===== src/rtl/iq_capture_buffer.sv =====
// iq_capture_buffer: I/Q DAC formatting stage with head/tail packet capture.
// The DAC path reduces IN_W-bit filtered samples to OUT_W bits (one cycle of latency).
// An armed packet keeps its first HEAD_DEPTH samples and its last TAIL_DEPTH samples.
// A req/ack port reads the captured samples back at full precision.
// Optional build macro: IQCAP_ROUND_EN selects round-half-up with positive saturation
// instead of plain truncation on the DAC path.
module iq_capture_buffer #(
  parameter int IN_W       = 12,
  parameter int OUT_W      = 10,
  parameter int HEAD_DEPTH = 64,
  parameter int TAIL_DEPTH = 64,
  parameter int LEN_W      = 16,
  parameter int ADDR_W     = 8
) (
  input  logic              clk,
  input  logic              rst_n,
  input  logic              in_valid,
  input  logic [IN_W-1:0]   i_in,
  input  logic [IN_W-1:0]   q_in,
  input  logic [LEN_W-1:0]  pkt_len,
  input  logic              arm,
  output logic              out_valid,
  output logic [OUT_W-1:0]  i_out,
  output logic [OUT_W-1:0]  q_out,
  output logic              busy,
  output logic              capture_done,
  input  logic              rd_req,
  input  logic [ADDR_W-1:0] rd_addr,
  output logic              rd_ack,
  output logic [IN_W-1:0]   rd_data
);

  localparam int HW = $clog2(HEAD_DEPTH);
  localparam int TW = $clog2(TAIL_DEPTH);
  localparam logic [HW:0]        HEAD_FULL  = (HW+1)'(HEAD_DEPTH);
  localparam logic [TW:0]        TAIL_FULL  = (TW+1)'(TAIL_DEPTH);
  localparam logic [LEN_W-1:0]   HEAD_LEN   = LEN_W'(HEAD_DEPTH);
  localparam logic [LEN_W-1:0]   HEAD_LAST  = LEN_W'(HEAD_DEPTH - 1);
  localparam logic [ADDR_W-1:0]  HEAD_LIM   = ADDR_W'(HEAD_DEPTH);
  localparam logic [ADDR_W-1:0]  STORE_LIM  = ADDR_W'(HEAD_DEPTH + TAIL_DEPTH);

  typedef enum logic [1:0] {IDLE, HEAD, BODY, DONE} state_t;

  // Reduce one filtered sample to DAC width.
  function automatic logic [OUT_W-1:0] reduce(input logic [IN_W-1:0] s);
`ifdef IQCAP_ROUND_EN
    logic [IN_W:0] half;
    logic [IN_W:0] sum;
    half = (IN_W+1)'(1) << (IN_W - OUT_W - 1);
    sum  = {s[IN_W-1], s} + half;
    // Only a positive input can carry into the sign bit when adding half an LSB.
    if (!sum[IN_W] && sum[IN_W-1])
      return {1'b0, {(OUT_W-1){1'b1}}};
    return sum[IN_W-1 -: OUT_W];
`else
    return s[IN_W-1 -: OUT_W];
`endif
  endfunction

  state_t             state_reg, state_next;
  logic [LEN_W-1:0]   len_reg, len_next;
  logic [LEN_W-1:0]   cnt_reg, cnt_next;
  logic [TW-1:0]      ptr_reg, ptr_next;
  logic [HW:0]        head_cnt_reg, head_cnt_next;
  logic [TW:0]        tail_cnt_reg, tail_cnt_next;
  logic               done_next;

  logic               start, capturing, take, head_we;
  logic [LEN_W-1:0]   k, len_eff;
  logic [TW-1:0]      wptr;
  logic [HW:0]        head_base;
  logic [TW:0]        tail_base;

  logic [2*IN_W-1:0]  head_mem [HEAD_DEPTH];
  logic [2*IN_W-1:0]  tail_mem [TAIL_DEPTH];
  logic [2*IN_W-1:0]  head_rd_reg, tail_rd_reg;
  logic               sel_head_reg, sel_tail_reg, q_sel_reg;

  // A valid arm restarts the packet; a sample seen in the same cycle becomes k=0.
  assign start     = arm && (pkt_len != '0);
  assign capturing = (state_reg == HEAD) || (state_reg == BODY);
  assign take      = in_valid && (start || capturing);
  assign k         = start ? '0 : cnt_reg;
  assign len_eff   = start ? pkt_len : len_reg;
  assign wptr      = start ? '0 : ptr_reg;
  assign head_base = start ? '0 : head_cnt_reg;
  assign tail_base = start ? '0 : tail_cnt_reg;
  assign head_we   = take && (k < HEAD_LEN);
  assign busy      = capturing;

  // Capture FSM state and counters.
  always_ff @(posedge clk or negedge rst_n) begin
    if (!rst_n) begin
      state_reg    <= IDLE;
      len_reg      <= '0;
      cnt_reg      <= '0;
      ptr_reg      <= '0;
      head_cnt_reg <= '0;
      tail_cnt_reg <= '0;
      capture_done <= 1'b0;
    end else begin
      state_reg    <= state_next;
      len_reg      <= len_next;
      cnt_reg      <= cnt_next;
      ptr_reg      <= ptr_next;
      head_cnt_reg <= head_cnt_next;
      tail_cnt_reg <= tail_cnt_next;
      capture_done <= done_next;
    end
  end

  // Next-state logic: restart on arm, then advance counters per accepted sample.
  always_comb begin
    state_next    = state_reg;
    len_next      = len_reg;
    cnt_next      = cnt_reg;
    ptr_next      = ptr_reg;
    head_cnt_next = head_cnt_reg;
    tail_cnt_next = tail_cnt_reg;
    done_next     = 1'b0;
    if (start) begin
      state_next    = HEAD;
      len_next      = pkt_len;
      cnt_next      = '0;
      ptr_next      = '0;
      head_cnt_next = '0;
      tail_cnt_next = '0;
    end
    if (take) begin
      cnt_next      = k + 1'b1;
      ptr_next      = wptr + 1'b1;
      head_cnt_next = (head_base == HEAD_FULL) ? head_base : head_base + 1'b1;
      tail_cnt_next = (tail_base == TAIL_FULL) ? tail_base : tail_base + 1'b1;
      if (k == len_eff - 1'b1) begin
        state_next = DONE;
        done_next  = 1'b1;
      end else if (k == HEAD_LAST) begin
        state_next = BODY;
      end
    end
  end

  // DAC path: one register stage, zero when no sample is present.
  always_ff @(posedge clk or negedge rst_n) begin
    if (!rst_n) begin
      out_valid <= 1'b0;
      i_out     <= '0;
      q_out     <= '0;
    end else begin
      out_valid <= in_valid;
      i_out     <= in_valid ? reduce(i_in) : '0;
      q_out     <= in_valid ? reduce(q_in) : '0;
    end
  end

  // Sample storage writes; arrays are left unreset and hidden by the fill counts.
  always_ff @(posedge clk) begin
    if (head_we)
      head_mem[k[HW-1:0]] <= {q_in, i_in};
    if (take)
      tail_mem[wptr] <= {q_in, i_in};
  end

  // Read address decode: word index, then head or oldest-first tail entry.
  logic [ADDR_W-1:0] idx, j;
  logic [TW-1:0]     tail_addr;
  logic              in_head, head_ok, tail_ok;

  assign idx       = {1'b0, rd_addr[ADDR_W-1:1]};
  assign j         = idx - HEAD_LIM;
  assign in_head   = idx < HEAD_LIM;
  assign head_ok   = in_head && (idx < ADDR_W'(head_cnt_reg));
  assign tail_ok   = !in_head && (idx < STORE_LIM) && (j < ADDR_W'(tail_cnt_reg));
  assign tail_addr = ptr_reg - tail_cnt_reg[TW-1:0] + j[TW-1:0];

  // Registered array reads for the read port.
  always_ff @(posedge clk) begin
    if (rd_req) begin
      head_rd_reg <= head_mem[idx[HW-1:0]];
      tail_rd_reg <= tail_mem[tail_addr];
    end
  end

  // Read handshake and the validity gating that hides stale or out-of-range data.
  always_ff @(posedge clk or negedge rst_n) begin
    if (!rst_n) begin
      rd_ack       <= 1'b0;
      sel_head_reg <= 1'b0;
      sel_tail_reg <= 1'b0;
      q_sel_reg    <= 1'b0;
    end else begin
      rd_ack       <= rd_req;
      sel_head_reg <= rd_req && (state_reg == DONE) && head_ok;
      sel_tail_reg <= rd_req && (state_reg == DONE) && tail_ok;
      q_sel_reg    <= rd_addr[0];
    end
  end

  // Pick the gated word, then its I or Q half.
  logic [2*IN_W-1:0] rd_word;
  always_comb begin
    rd_word = '0;
    if (sel_head_reg)
      rd_word = head_rd_reg;
    else if (sel_tail_reg)
      rd_word = tail_rd_reg;
    rd_data = q_sel_reg ? rd_word[2*IN_W-1:IN_W] : rd_word[IN_W-1:0];
  end

endmodule


===== config.mk =====
export PLATFORM = sky130hd
export DESIGN_NAME = iq_capture_buffer
export DESIGN_NICKNAME = d
export VERILOG_FILES = /design/src/rtl/iq_capture_buffer.sv
export SDC_FILE = /design/constraint.sdc
export NUM_CORES = 2
export LEC_CHECK = 0
export CELL_PAD_IN_SITES_DETAIL_PLACEMENT = 0
export CELL_PAD_IN_SITES_GLOBAL_PLACEMENT = 2
export CORE_UTILIZATION = 35
export DETAILED_ROUTE_END_ITERATION = 7
export PLACE_DENSITY = 0.58
export SLEW_MARGIN = 20
export SYNTH_ARGS = -nofsm -noshare
export SYNTH_HDL_FRONTEND = slang
export SYNTH_SLANG_ARGS = --single-unit

===== constraint.sdc =====
create_clock -name clk -period 11.15 [get_ports clk]
set_clock_uncertainty 0.1 [all_clocks]
set_input_delay 1.6725 -clock clk [delete_from_list [all_inputs] [get_ports clk]]
set_output_delay 1.6725 -clock clk [all_outputs]
set_load 0.02 [all_outputs]

==> impl_metrics.tcl <==
set metrics [dict create \
    critPathSlowestCell "fa_4" \
    cts_sinks 3200 \
    power.leakage_nw 44.0 \
    hold_viol_final 0 \
    wl_met2_um 184000 \
    drive_above_1_share 0.315 \
    critPathMaxStageDelay_ns 1.31 \
    fmax_mhz 149 \
    post-route-period-util 0.604 \
    wl_met1_um 149000 \
    grt_overflow_total 0 \
    core_area_um2 352000 \
    synth_nets 5327 \
    synth_edf_count 3120 \
    via_count 57900 \
    setup_viol 0 \
    worst_ep_arrival_time_ns 7.25 \
    ys_seq_elements 3200 \
    nFillCells 30700 \
    multi_input_area_um2 27600 \
    instances_no_fill 10600 \
    grt_pass1_vias 59900 \
    p_per_area_nw_per_um2 205 \
    ir_drop_v 0.000165 \
    tightest_slew_ns 1.19 \
    async_flop_share 0.0250 \
    tns_ns 0 \
    cts_root_buf "clkbuf_16" \
    post_cts_buffers 0 \
    cts_tree "built" \
    port_buffers 88 \
    setup_slack_ns 4.42 \
    die_y_um 597 \
    total_power_mw 29.4 \
    die-area_um2 356000 \
    crit_fanout 68 \
    whs_ns 0.417 \
    rsz0062_at_grt "false" \
    period_needed_ns 6.73 \
    avgSynthCellArea_um2 23.6 \
    routed_wl_um 361000 \
    cts_buffers 343 \
    crit_path_cell_trace "buf_8 -> inv_1 -> fa_1 -> inv_1 -> fa_4 -> buf_4 -> buf_4 -> mux4_2 -> mux4_2 -> nor2b_1 -> a211oi_1 -> a21oi_1" \
    grtUsageTotal 0.202 \
    syn_area_um2 124000 \
    layout.nets 5687 \
    start_util 0.352 \
    end_kind "flip-flop" \
    yosys_warnings 0 \
    syn_to_final_growth_pct 15.5 \
    syn_inst 5244 \
    maxCapViolations 0 \
    clock_path_buffers 4 \
    ctsResizeCount 0 \
    hold_buffers 0 \
    hpwl_um 192000 \
    dr.pass1.iters 5 \
    cp.required_ns 11.67 \
    rows 218 \
    grt_max_degree 151 \
    drc 0 \
    wl_per_cell_um 34.0 \
    antenna_found_initial 31 \
    dp_slack_ns 3.41 \
    startpoint_type "input port" \
    maxSlewHeadroom 0.187 \
    hold_class "flip-flop to flip-flop" \
    topRoutingLayerUsed "met5" \
    grt_pass1_wl_um 498000 \
    status "completed" \
    synth_cell_types 79 \
    drtIter0Drc 6559 \
    drt.antenna.violating_nets 0 \
    drv_slew 0 \
    synthFlopType "edfxtp_1" \
    via_per_inst 5.45 \
    place.gp.congestion 0.773 \
    cts_max_level 5 \
    ys_seq_area_frac 0.773 \
    clk_latency_ns 0.91 \
    ios 89 \
    seq_area_um2 95700 \
    die_w_um 597 \
    setup.worst_path.class "input port to flip-flop" \
    wl_met3_um 17400 \
    post-place-cells 9984 \
    clk_pin_slew_ns 0.06 \
]
## power breakdown
group / switching (mW) / internal, mW
sequential: 0.121 / 13.3
combinational: 2.63 / 2.19
clock: 4.68 / 6.40
## per-layer routing
metal | global-route usage | vias to the layer above
met1 | 0.271 | 32400
met3 | 0.0214 | 479
met4 | 0.0609 | 4
li1 | - | 23200
met5 | 0 | -
met2 | 0.346 | 1743
## cells in the final DEF (no fill, tap or decap), types with 15 or more instances in the layout
master	instances
dfrtp_1	80
nor2_4	90
buf_12	15
clkinv_2	56
xor2_1	18
inv_1	42
clkbuf_16	356
clkinv_1	87
bufinv_16	25
nor3_1	22
and2_1	24
buf_4	198
nor2b_1	30
nand2_1	79
nor2_1	57
clkbuf_1	72
mux4_2	984
nor2_2	38
xnor2_1	29
a21oi_1	56
diode_2	17
clkdlybuf4s50_1	57
a211oi_1	29
edfxtp_1	3120
ha_1	24
nand3_1	24
mux2i_1	31
o21ai_0	21
## path summary, 6_finish.rpt
check                      cells past startpoint               to         start  slack [ns]
max                                           12  tail_rd_reg[14]    rd_addr[2]        4.42
min                                            2     state_reg[1]  state_reg[1]        0.42
max reg2reg                                   12  tail_rd_reg[14]    ptr_reg[0]        5.33
min reg2reg                                    2     state_reg[1]  state_reg[1]        0.42
max in group asynchronous                      2       ptr_reg[4]         rst_n        9.24
min in group asynchronous                      1      len_reg[11]         rst_n        0.55
## stage by stage
stage                     cell area [µm²]   util
after floorplan                    124000      -
after global placement             132000  0.374
after detailed placement           132000  0.375
after CTS                          143000  0.406
after global routing               143000  0.406
final                              143000  0.406
## cells by family (layout without fill, tap and decap cells)
family | count (synthesis) | in the layout | synth area share
compound gates | 182 | 182 | 0.0100
xor+xnor | 51 | 51 | 0.00361
fa+ha+maj | 30 | 30 | 0.00334
buf+inv | 317 | 950 | 0.0104
flops | 3200 | 3200 | 0.773
mux | 1021 | 1021 | 0.182
other cells | 0 | 17 | 0
simple gates | 443 | 443 | 0.0174
## critical path: cells and delay by family
family | cells | cell delay (ns)
adders and majority gates | 2 | 1.87
buffers and inverters | 5 | 2.03
AOI/OAI and AO/OA | 2 | 0.47
muxes | 2 | 0.84
and+or+nand+nor | 1 | 0.18
## cells in the mapped netlist (6+ instances only)
cell type	n	share of area
mux4_2	984	0.18
ha_1	25	0.0025
a22oi_1	14	0.00085
xor2_1	18	0.0013
nand2_1	79	0.0024
nand4_1	12	0.00061
nand3_1	27	0.0011
or3_1	7	0.00035
inv_1	42	0.0013
clkbuf_1	167	0.0051
a211oi_1	29	0.0018
nor2_1	185	0.0056
o21ai_0	21	0.00085
o21ai_1	6	0.00024
a21o_1	6	0.00036
and2_1	24	0.0012
xnor2_1	33	0.0023
nor4_1	11	0.00056
edfxtp_1	3120	0.76
a221oi_1	11	0.00078
a21oi_1	56	0.0023
nor3_1	22	0.00089
dfrtp_1	80	0.016
buf_2	59	0.0024
mux2i_1	31	0.0025
and3_1	12	0.00061
buf_1	43	0.0013
nor2b_1	31	0.0016
## layout make-up
cell class              instances  area share
inverters                      44     0.00121
flip-flops and latches       3200       0.669
clock inverters               189      0.0109
repair buffers                288      0.0192
multi-input cells            1727       0.193
clock buffers                 429      0.0643
diodes                         17    0.000298
well taps                    4730      0.0414
Power figures use the tool's default switching activity.
